===== src/rtl/sp_deserializer.sv =====
`default_nettype none
// +------------------------------------------------------------------+
// | sp_deserializer: MSB-first serial-to-parallel word assembler      |
// | that follows the sync detector, with a VALID/READY output holding |
// | register, per-frame word count and a sticky overrun flag.         |
// | Revision: 1.0                                                     |
// +------------------------------------------------------------------+
module sp_deserializer #(
  parameter int WIDTH       = 8,
  parameter int FRAME_WORDS = 4,
  parameter int CNT_W       = 8
) (
  input  logic             CLK,
  input  logic             RESET,
  input  logic             S_IN,
  input  logic             CONVERTION,
  input  logic             READY,
  input  logic             CLR_ERR,
  output logic [WIDTH-1:0] P_OUT,
  output logic             VALID,
  output logic             DONE,
  output logic             OVERRUN,
  output logic [CNT_W-1:0] WORD_CNT,
  output logic             BUSY
);

  localparam int               BIT_W         = $clog2(WIDTH);
  localparam logic [BIT_W-1:0] BIT_LAST      = BIT_W'(WIDTH - 1);
  localparam bit               FRAME_LIMITED = (FRAME_WORDS != 0);
  localparam logic [CNT_W-1:0] FRAME_LAST    = CNT_W'(FRAME_WORDS);

  typedef enum logic [0:0] {
    IDLE  = 1'b0,
    SHIFT = 1'b1
  } state_t;

  state_t             state_q, state_d;
  // Only WIDTH-1 bits are stored; the final bit of a word comes straight from S_IN.
  logic [WIDTH-2:0]   shreg_q, shreg_d;
  logic [BIT_W-1:0]   bit_cnt_q, bit_cnt_d;
  logic [WIDTH-1:0]   p_out_q, p_out_d;
  logic               valid_q, valid_d;
  logic               done_q, done_d;
  logic               overrun_q, overrun_d;
  logic [CNT_W-1:0]   word_cnt_q, word_cnt_d;
  logic [WIDTH-1:0]   word_next;
  logic [CNT_W-1:0]   word_cnt_inc;

  assign word_next    = {shreg_q, S_IN};
  assign word_cnt_inc = word_cnt_q + CNT_W'(1);

  always_comb begin
    state_d    = state_q;
    shreg_d    = shreg_q;
    bit_cnt_d  = bit_cnt_q;
    p_out_d    = p_out_q;
    valid_d    = valid_q;
    done_d     = 1'b0;
    overrun_d  = overrun_q;
    word_cnt_d = word_cnt_q;

    if (CLR_ERR) begin
      overrun_d = 1'b0;
    end
    if (valid_q && READY) begin
      valid_d = 1'b0;
    end

    unique case (state_q)
      IDLE: begin
        bit_cnt_d = '0;
        if (CONVERTION) begin
          state_d    = SHIFT;
          word_cnt_d = '0;
        end
      end
      SHIFT: begin
        if (!CONVERTION) begin
          state_d   = IDLE;
          bit_cnt_d = '0;
        end else begin
          shreg_d = word_next[WIDTH-2:0];
          if (bit_cnt_q == BIT_LAST) begin
            bit_cnt_d  = '0;
            word_cnt_d = word_cnt_inc;
            // A held, unconsumed word wins over the new one; drop sets the flag after any clear.
            if (!valid_q || READY) begin
              p_out_d = word_next;
              valid_d = 1'b1;
            end else begin
              overrun_d = 1'b1;
            end
            if (FRAME_LIMITED && (word_cnt_inc == FRAME_LAST)) begin
              state_d = IDLE;
              done_d  = 1'b1;
            end
          end else begin
            bit_cnt_d = bit_cnt_q + BIT_W'(1);
          end
        end
      end
      default: state_d = IDLE;
    endcase
  end

  always_ff @(posedge CLK or negedge RESET) begin
    if (!RESET) begin
      state_q    <= IDLE;
      shreg_q    <= '0;
      bit_cnt_q  <= '0;
      p_out_q    <= '0;
      valid_q    <= 1'b0;
      done_q     <= 1'b0;
      overrun_q  <= 1'b0;
      word_cnt_q <= '0;
    end else begin
      state_q    <= state_d;
      shreg_q    <= shreg_d;
      bit_cnt_q  <= bit_cnt_d;
      p_out_q    <= p_out_d;
      valid_q    <= valid_d;
      done_q     <= done_d;
      overrun_q  <= overrun_d;
      word_cnt_q <= word_cnt_d;
    end
  end

  assign P_OUT    = p_out_q;
  assign VALID    = valid_q;
  assign DONE     = done_q;
  assign OVERRUN  = overrun_q;
  assign WORD_CNT = word_cnt_q;
  assign BUSY     = (state_q == SHIFT);

endmodule
`default_nettype wire


===== config.mk =====
export PLATFORM = sky130hd
export DESIGN_NAME = sp_deserializer
export DESIGN_NICKNAME = d
export VERILOG_FILES = /design/src/rtl/sp_deserializer.sv
export SDC_FILE = /design/constraint.sdc
export NUM_CORES = 1
export LEC_CHECK = 0
export BUFFER_PORTS_ARGS = -buffer_cell sky130_fd_sc_hd__buf_2
export CAP_MARGIN = 10
export CORE_MARGIN = 8
export CORE_UTILIZATION = 45
export CTS_BUF_LIST = sky130_fd_sc_hd__clkbuf_4
export DETAILED_ROUTE_END_ITERATION = 8
export HOLD_SLACK_MARGIN = 0.03
export PLACE_DENSITY = 0.68
export REMOVE_ABC_BUFFERS = 1
export SKIP_LAST_GASP = 1
export SYNTH_ARGS = -nofsm -noshare
export SYNTH_HDL_FRONTEND = slang
export SYNTH_SLANG_ARGS = --single-unit

===== constraint.sdc =====
create_clock -name CLK -period 1.5 [get_ports CLK]
set_input_delay 0.225 -clock CLK [delete_from_list [all_inputs] [get_ports CLK]]
set_output_delay 0.225 -clock CLK [all_outputs]
set_load 0.02 [all_outputs]

==> metrics.md, run 1 <==
| Metric | Value |
|---|---|
| Status | `finished, violations left` |
| Failing checks | `setup timing` |
| Cell Pwr Density | `927 nW/um^2` |
| DR iter-0 viols | `107` |
| Crit Reg-Reg Endpoint | `P_OUT[4]$_DFFE_PN0P_` |
| ANT cells | `0` |
| Sequential Area | `753 um^2` |
| Maximum clock path buffer count | `2` |
| Minimum clock period | `1.53 ns` |
| Average cell area after synthesis | `11.7 um^2` |
| Largest net degree at the start of global routing | `31` |
| CTS H-Tree Depth | `2` |
| Hpwl dp | `2060 um` |
| CP max-delay cell | `dfrtp_1` |
| Rows | `19` |
| I/O pins | `26` |
| Cell taking the most area after synthesis | `dfrtp_1` |
| Vias in the first global route | `1,058` |
| Reg2reg start | `bit_cnt_q[0]$_DFF_PN0_` |
| Worst slack at placement | `-0.135 ns` |
| Hold EP | `OVERRUN$_DFF_PN0_` |
| CP Launch Type | `register` |
| Final net count | `163` |
| Worst-path cell chain | `ha_2 -> ha_4 -> nand3_2 -> nor2b_2 -> buf_6 -> mux2_4` |
| Worst hold path type | `primary input to register` |
| Clk sinks | `30` |
| CP peak stage delay | `0.36 ns` |
| Routed wire per std cell | `15.6 um` |
| Clock Skew | `0.00737 ns` |
| Final Wtd Congestion | `0.821` |
| Vias | `1,029` |
| Placed Cells | `175` |
| RSZ-0062 raised after global routing | `true` |
| Die width | `70.3 um` |
| CTS buffer count | `5` |
| Worst Setup End Kind | `register` |
| Yosys reg bits | `30` |
| Critical Path Start | `bit_cnt_q[0]$_DFF_PN0_` |
| Top post-synthesis cells by area | `dfrtp_1, mux2_2, ha_1, o21ai_0, nand2_1` |
| Ys Warns | `0` |
| Post-route DRC | `0` |
| Initial antenna violation count | `0` |
| Fin crit share | `102%` |
| Max-Cap Viols | `0` |
| DIE AREA | `4940 um^2` |
| Root Buffer | `clkbuf_4` |
| Post-synthesis sequential area ratio | `56.6%` |
| Global-route wire length before repair | `4950 um` |
| Critical path peak fanout | `8` |
| Tightest Pin Transition | `0.651 ns` |
| Slew HR | `56.6%` |
| TritonRoute pass-1 iters | `4` |
| Post-Route WL | `2880 um` |
| Reg-to-reg slack, setup | `-0.03 ns` |
| Multi-input logic area | `612 um^2` |
| TritonCTS clock tree | `yes` |
| Synthesized instance count | `113` |
| Reg clk slew, reported paths | `0.10 ns` |
| Peak Freq | `0.652 GHz` |
| CP required | `1.72 ns` |
| Hold Path Depth | `2` |
| Port buffer count | `25` |
| Syn Std Cell Area | `1330 um^2` |
| # setup viols final | `8` |
| Critical Path AT | `1.75 ns` |
| Number of fill cells in the layout | `231` |
| Grt ovf | `0` |
| Max VDD drop | `0.626 mV` |
| Starting Density | `47.7%` |
| Area Growth Syn to Fin | `28.4%` |
| Final slew viol count | `0` |
| Vias per cell | `5.56` |
| Leakage Power | `0.857 nW` |
| Hold Violations, Final | `0` |
| GR Util All Layers | `12.4%` |
| Clock Latency Late Sink | `0.33 ns` |
| Yosys top cell area share | `56.6%` |
| Cell variety after synth | `29` |
| Final worst slack | `-0.0345 ns` |
| Layout Utilization | `61.2%` |
| Share of cells above drive strength 1 | `44.8%` |
| Worst Path Class, Setup | `register to register` |
| Reg2reg path depth | `6` |
| Die height | `70.3 um` |
| Core Region | `2780 um^2` |
| Setup TNS | `-0.231 ns` |
| Hold path start | `CLR_ERR` |
| Routed Antenna Nets | `0` |
| Final total power | `1.58 mW` |
| Finished Layout Cells | `185` |
==> metal layers <==
metal	global-route usage [%]	wire length [um]	up-vias
met2	19.9	1420	32
met4	4.91	12	0
met1	13.5	1240	510
met5	0	0	-
li1	-	-	485
met3	6.36	211	2
==> registers in the layout, indices dropped and copies added, names as in the netlist <==
signal / flops
BUSY: 1
DONE: 1
OVERRUN: 1
P_OUT: 8
VALID: 1
WORD_CNT: 8
bit_cnt_q: 3
shreg_q: 7
==> cell usage after synthesis, drive strengths merged <==
library cell  instances
buf                   3
nor2b                 2
nor4                  2
and3                  3
xnor2                 1
o2bb2ai               1
a21o                  2
mux2                 15
o22ai                 2
nor2                  5
o31ai                 1
dfrtp                30
nand4                 3
nor3                  3
inv                   5
o31a                  1
o21ai                 7
nand2                10
nand2b                3
mux2i                 2
nand3                 2
nor4b                 1
a31oi                 2
or3                   1
a21oi                 2
ha                    4
==> cell families after synthesis <==
kind of cell	Yosys count	share of synthesized area, %
adders and majority gates	4	3.77
xor gates and xnor gates	1	0.660
AOI/OAI and AO/OA	18	8.40
and+or+nand+nor	35	13.6
muxes	17	14.2
DFF	30	56.6
buffers and inverters	8	2.74
==> timing repair <==
item / CTS / global route
pin swaps: 1 / 2
hold buffers: 1 / 0
endpoints found under the setup margin: 14 / 14
resized for setup: 13 / 7
buffers inserted: 1 / 0
hold endpoints to repair: 30 / 0
==> worst max-delay path by stage <==
stage                           end  slack, ns
2_1_floorplan  P_OUT[0]$_DFFE_PN0P_      -0.31
3_3_place_gp   P_OUT[2]$_DFFE_PN0P_      -0.11
3_5_place_dp   P_OUT[4]$_DFFE_PN0P_      -0.14
4_1_cts        P_OUT[3]$_DFFE_PN0P_      -0.05
5_1_grt        P_OUT[7]$_DFFE_PN0P_      -0.10
6_report       P_OUT[4]$_DFFE_PN0P_      -0.03
==> cell usage in the layout, fill, tap and decap left out, types with 2 or more instances in the layout <==
master / n
mux2_4: 8
nand2b_1: 3
a21oi_1: 2
nor3_1: 2
mux2_2: 7
clkbuf_4: 5
and3_1: 3
nor2_1: 4
a31oi_1: 2
nand4_1: 3
dfrtp_1: 28
dfrtp_2: 2
nand2_1: 9
buf_2: 25
ha_1: 2
buf_4: 8
mux2i_1: 2
o21ai_0: 7
o22ai_1: 2
inv_1: 5
==> area by class of cell <==
cell class | instances | area share (%)
clock inverter | 3 | 0.955
sequential | 30 | 44.2
timing repair buffer | 36 | 13.3
tap | 31 | 2.28
multi-input combinational | 75 | 35.9
clock buffer | 5 | 2.20
inverter | 5 | 1.10
==> critical path, delay by kind of cell, from the launching register on <==
kind,cells,cell delay (ns)
adders and majority gates,2,0.36
buffers and inverters,1,0.17
DFF,1,0.36
muxes,1,0.31
and+or+nand+nor,2,0.22
==> power by group <==
group          internal (mW)  leakage (nW)  switching, mW
clock                  0.174        0.0286          0.289
sequential             0.888         0.398         0.0567
combinational         0.0961         0.431         0.0753
==> stage by stage <==
step	hold WS, ns	instance area [um^2]
CTS	0.0582	1680
detailed placement	0.285	1550
global placement	0.280	1550
global route	0.0417	1700
finish	0.0743	1700
floorplan	-0.0706	1310
(Power assumes the default switching activity.)
==> inputs of run 2 (changes only) <==
SETUP_SLACK_MARGIN = 0.2   (was unset)
==> metrics.md, run 2 (synthesis results as in run 1) <==
| Metric | Value |
|---|---|
| Multi-input logic area | `609 um^2 (-0.41%)` |
| Hold path start | `CLR_ERR` |
| Fin crit share | `102% (-0.25 points)` |
| Grt ovf | `0 (unchanged)` |
| # setup viols final | `8 (unchanged)` |
| Crit Reg-Reg Endpoint | `P_OUT[4]$_DFFE_PN0P_` |
| Vias | `1,033 (+0.39%)` |
| Port buffer count | `25 (unchanged)` |
| CP required | `1.72 ns (about the same)` |
| Hold EP | `OVERRUN$_DFF_PN0_` |
| Reg2reg path depth | `6 (unchanged)` |
| Die width | `70.3 um (unchanged)` |
| CP Launch Type | `register` |
| Final worst slack | `-0.0308 ns (+0.00371 ns)` |
| Leakage Power | `0.866 nW (+0.95%)` |
| Tightest Pin Transition | `0.653 ns (+0.00200 ns)` |
| Post-route DRC | `0 (unchanged)` |
| Minimum clock period | `1.53 ns (-0.00371 ns)` |
| Most frequent cells in the layout | `dfrtp_1, buf_2, nand2_1, mux2_4` |
| Worst Setup End Kind | `register` |
| Routed wire per std cell | `15.8 um (+1.4%)` |
| CTS H-Tree Depth | `2 (unchanged)` |
| Sequential Area | `756 um^2 (+0.33%)` |
| Routed Antenna Nets | `0 (unchanged)` |
| Commonest non-fill, non-tap cell in the layout | `dfrtp_1` |
| Reg2reg start | `bit_cnt_q[0]$_DFF_PN0_` |
| Reg clk slew, reported paths | `0.10 ns (about the same)` |
| Share of cells above drive strength 1 | `45.8% (+1.0 points)` |
| Clk sinks | `30 (unchanged)` |
| GR Util All Layers | `12.5% (+0.088 points)` |
| I/O pins | `26 (unchanged)` |
| Critical path peak fanout | `8 (unchanged)` |
| Largest net degree at the start of global routing | `31 (unchanged)` |
| Global-route wire length before repair | `5000 um (+0.83%)` |
| Vias per cell | `5.55 (-0.15%)` |
| Clock Skew | `0.00445 ns (-0.00291 ns)` |
| Post-Route WL | `2940 um (+2.0%)` |
| Cell Pwr Density | `913 nW/um^2 (-1.5%)` |
| ANT cells | `0 (unchanged)` |
| TritonRoute pass-1 iters | `4 (unchanged)` |
| TritonCTS clock tree | `yes` |
| Status | `finished, violations left` |
| Layout Utilization | `62.3% (+1.1 points)` |
| Worst hold path type | `primary input to register` |
| Final slew viol count | `0 (unchanged)` |
| Hold Path Depth | `2 (unchanged)` |
| Critical Path Start | `bit_cnt_q[0]$_DFF_PN0_` |
| Vias in the first global route | `1,055 (-0.28%)` |
| Initial antenna violation count | `0 (unchanged)` |
| RSZ-0062 raised after global routing | `true` |
| Rows | `19 (unchanged)` |
| Area Growth Syn to Fin | `30.8%` |
| Setup TNS | `-0.194 ns (+0.0368 ns)` |
| Reg-to-reg slack, setup | `-0.03 ns (about the same)` |
| Peak Freq | `0.653 GHz (+0.24%)` |
| Critical Path AT | `1.75 ns (about the same)` |
| Core Region | `2780 um^2 (unchanged)` |
| Hold Violations, Final | `0 (unchanged)` |
| Starting Density | `47.7% (unchanged)` |
| Number of fill cells in the layout | `227 (-1.7%)` |
| Max-Cap Viols | `0 (unchanged)` |
| Clock Latency Late Sink | `0.33 ns (about the same)` |
| Maximum clock path buffer count | `2 (unchanged)` |
| Hpwl dp | `2060 um (unchanged)` |
| Die height | `70.3 um (unchanged)` |
| Failing checks | `setup timing` |
| Final Wtd Congestion | `0.821 (unchanged)` |
| Worst Path Class, Setup | `register to register` |
| DIE AREA | `4940 um^2 (unchanged)` |
| Slew HR | `56.4% (-0.13 points)` |
| Final net count | `164 (+0.61%)` |
| Max VDD drop | `0.630 mV (+0.65%)` |
| CTS buffer count | `5 (unchanged)` |
| Root Buffer | `clkbuf_4` |
| DR iter-0 viols | `96 (-10%)` |
-- run 2: cell types whose count changed in the layout (fill, tap and decap cells not counted), sizes merged --
cell / delta
buf: +1
-- run 2: worst max-delay path by stage --
stage,to,depth (start not counted)
6_report,P_OUT[4]$_DFFE_PN0P_,6
4_1_cts,P_OUT[3]$_DFFE_PN0P_,6
3_3_place_gp,P_OUT[2]$_DFFE_PN0P_,6
3_5_place_dp,P_OUT[4]$_DFFE_PN0P_,6
2_1_floorplan,P_OUT[0]$_DFFE_PN0P_,5
5_1_grt,P_OUT[7]$_DFFE_PN0P_,6
-- run 2: final cells by class --
class,count,area share (%)
sequential,30,43.6
multi-input combinational,75,35.1
timing repair buffer,37,14.9
tap,31,2.24
clock buffer,5,2.16
inverter,5,1.08
clock inverter,3,0.938
-- run 2: routing by layer --
layer	global-route usage, %	routed length [um]	share of wire, %
met1	13.8	1240	42
met2	19.9	1470	50
met3	6.36	214	7.3
met4	4.91	11	0.37
met5	0	0	0
-- run 2: per-stage QoR --
stage / area [um^2] / worst slack, ns / hold slack, ns / total power [mW] / instances
finish: 1730 / -0.0308 / 0.0711 / 1.58 / 186
global route: 1730 / -0.0988 / 0.0417 / 1.67 / 186
CTS: 1700 / -0.0502 / 0.0582 / 1.60 / 185
detailed placement: 1550 / -0.135 / 0.285 / 1.13 / 175
global placement: 1550 / -0.108 / 0.280 / 1.12 / 175
floorplan: 1310 / -0.310 / -0.0706 / 1.05 / 110
-- run 2: report_power, final --
group | switching, mW | total, mW | internal [mW]
clock network | 0.289 | 0.462 | 0.174
registers | 0.0565 | 0.944 | 0.888
logic | 0.0764 | 0.177 | 0.100
-- run 2: repair_timing --
action	in CTS	in global routing
pin swaps	8	3
hold buffers	1	0
setup endpoints to repair	21	21
hold endpoints to repair	30	0
gates resized for setup	20	8
setup buffers	1	1
-- run 2: critical path: stages (launching register included) --
cell	delay, ns
dfrtp_1	0.36
ha_2	0.19
ha_4	0.17
nand3_2	0.09
nor2b_2	0.13
buf_6	0.17
mux2_4	0.31
==> inputs of run 3 (changes only) <==
CORE_UTILIZATION = 50   (was 45)
PLACE_DENSITY = 0.74   (was 0.68)
==> metrics.md, run 3 (synthesis results as in run 1) <==
| Metric | Value |
|---|---|
| DIE AREA | `4560 um^2 (-7.8%)` |
| Global-route wire length before repair | `5160 um (+3.3%)` |
| Tightest Pin Transition | `0.665 ns (+0.0121 ns)` |
| Post-Route WL | `3210 um (+9.4%)` |
| Clock power frac | `29.1% (about the same)` |
| Worst Path Class, Setup | `register to register` |
| Hpwl dp | `2060 um (-0.16%)` |
| GR Util All Layers | `15.1% (+2.6 points)` |
| Critical path peak fanout | `5 (-3)` |
| Final slew viol count | `0 (unchanged)` |
| Vias in the first global route | `1,116 (+5.8%)` |
| Clock Skew | `0.00642 ns (+0.00197 ns)` |
| Final net count | `179 (+9.1%)` |
| Fin crit share | `102% (+0.34 points)` |
| Port buffer count | `25 (unchanged)` |
| DR iter-0 viols | `38 (-60%)` |
| Clock Latency Late Sink | `0.33 ns (about the same)` |
| Switch share | `27.3% (+0.65 points)` |
| Leakage Power | `0.941 nW (+8.7%)` |
| I/O pins | `26 (unchanged)` |
| Rows | `18 (-1)` |
| Routed Antenna Nets | `0 (unchanged)` |
| RSZ-0062 raised after global routing | `true` |
| Maximum clock path buffer count | `2 (unchanged)` |
| Final instance area | `1880 um^2 (+8.7%)` |
| Worst Setup End Kind | `register` |
| Int Power | `1.16 mW (-0.12%)` |
| Routed wire per std cell | `16.1 um (+1.7%)` |
| CP Launch Type | `register` |
| Gate power share | `11.7% (+0.5 points)` |
| ANT cells | `0 (unchanged)` |
| # setup viols final | `9 (+1)` |
| CP required | `1.73 ns (about the same)` |
| Largest net degree at the start of global routing | `31 (unchanged)` |
| Most frequent cells in the layout | `dfrtp_1, buf_2, buf_4, buf_6` |
| Share of cells above drive strength 1 | `52.9% (+7.1 points)` |
| Core Region | `2500 um^2 (-10%)` |
| Max VDD drop | `0.887 mV (+41%)` |
| Final worst slack | `-0.0358 ns (-0.00507 ns)` |
| Critical Path AT | `1.77 ns (+0.02 ns)` |
| Minimum clock period | `1.54 ns (+0.00507 ns)` |
| Area Growth Syn to Fin | `42.1%` |
| Die width | `67.5 um (-4.0%)` |
| Vias | `1,116 (+8.0%)` |
| TritonCTS clock tree | `yes` |
| Grt ovf | `0 (unchanged)` |
| Hold Violations, Final | `0 (unchanged)` |
| Commonest non-fill, non-tap cell in the layout | `dfrtp_1` |
| Initial antenna violation count | `0 (unchanged)` |
| Reg clk slew, reported paths | `0.10 ns (about the same)` |
| Die height | `67.5 um (-4.0%)` |
| Post-route DRC | `0 (unchanged)` |
| Reg power frac | `59.2% (-0.4 points)` |
| Status | `finished, violations left` |
| Max-Cap Viols | `0 (unchanged)` |
| Vias per cell | `5.58 (+0.47%)` |
| Clk sinks | `30 (unchanged)` |
| Failing checks | `setup timing` |
| TritonRoute pass-1 iters | `4 (unchanged)` |
| CTS buffer count | `5 (unchanged)` |
| CTS H-Tree Depth | `2 (unchanged)` |
| Starting Density | `53.1% (+5.4 points)` |
| Worst hold path type | `primary input to register` |
| Area post-placement | `1570 um^2 (+0.89%)` |
| Final Wtd Congestion | `0.812 (-1.0%)` |
| Slew HR | `55.6% (-0.80 points)` |
| Psw | `0.435 mW (+3.3%)` |
| Hold WS | `0.0599 ns (-0.0112 ns)` |
| Peak Freq | `0.651 GHz (-0.33%)` |
| Root Buffer | `clkbuf_4` |
| Cell Pwr Density | `847 nW/um^2 (-7.3%)` |
-- run 3: changes by cell type in the layout (fill, tap and decap cells not counted), moves of 2 or more --
cell / delta
o21ai_0: -2
buf_6: +3
buf_2: -2
o21ai_1: +2
buf_4: +14
-- run 3: cell type report --
| type | instances | area [um^2] |
|---|---|---|
| sequential | 30 | 756 |
| clock buffer | 5 | 37.5 |
| timing repair buffer | 52 | 387 |
| tap | 30 | 37.5 |
| multi-input combinational | 75 | 632 |
| fill | 170 | 616 |
| inverter | 5 | 18.8 |
| clock inverter | 3 | 16.3 |
-- run 3: worst paths after layout --
path / slack, ns / cells after the start / from / endpoint
setup / recovery: -0.04 / 7 / bit_cnt_q[0]$_DFF_PN0_ / WORD_CNT[3]$_DFFE_PN0P_
hold / removal: 0.06 / 2 / CLR_ERR / OVERRUN$_DFF_PN0_
setup reg to reg: -0.04 / 7 / bit_cnt_q[0]$_DFF_PN0_ / WORD_CNT[3]$_DFFE_PN0P_
hold reg to reg: 0.52 / 1 / P_OUT[0]$_DFFE_PN0P_ / P_OUT[0]$_DFFE_PN0P_
max in group asynchronous: 0.58 / 2 / RESET / WORD_CNT[3]$_DFFE_PN0P_
min in group asynchronous: 0.44 / 2 / RESET / WORD_CNT[0]$_DFFE_PN0P_
-- run 3: power by group through the flow --
stage	clock, mW	combinational (mW)	sequential (mW)
floorplan	0	0.101	0.948
global placement	0	0.163	0.952
detailed placement	0	0.174	0.957
CTS	0.472	0.183	0.944
global route	0.527	0.207	0.956
finish	0.465	0.187	0.944
-- run 3: what timing repair did --
item / CTS / global route
endpoints found under the hold margin: 30 / 0
pin swaps: 14 / 8
buffers inserted: 9 / 6
resized for setup: 26 / 14
setup endpoints to repair: 24 / 27
hold buffers: 1 / 0
-- run 3: worst max-delay path: stages, from the launching register on --
cell and delay, ns:
dfrtp_1 0.36, ha_2 0.19, ha_4 0.16, nand4_1 0.22, buf_4 0.23, nand2_1 0.05
nand2_1 0.05, a21o_2 0.19
-- run 3: metal layers --
layer  track usage (%)  wire length, um  vias to the layer above
li1                  -                -                      523
met1              16.9             1360                      553
met2              25.3             1590                       32
met3              5.13              197                        8
met4              7.05               65                        0
met5                 0                0                        -
-- run 3: per-stage QoR --
step / total power [mW] / TNS, ns / util (%) / std cells / worst slack (ns)
2_1_floorplan: 1.05 / -2.48 / - / 110 / -0.310
3_3_place_gp: 1.11 / -0.926 / 62.7 / 176 / -0.0958
3_5_place_dp: 1.13 / -1.65 / 62.7 / 176 / -0.159
4_1_cts: 1.60 / -0.394 / 72.0 / 194 / -0.0547
5_1_grt: 1.69 / -1.06 / 75.4 / 200 / -0.101
6_report: 1.60 / -0.144 / 75.4 / 200 / -0.0358
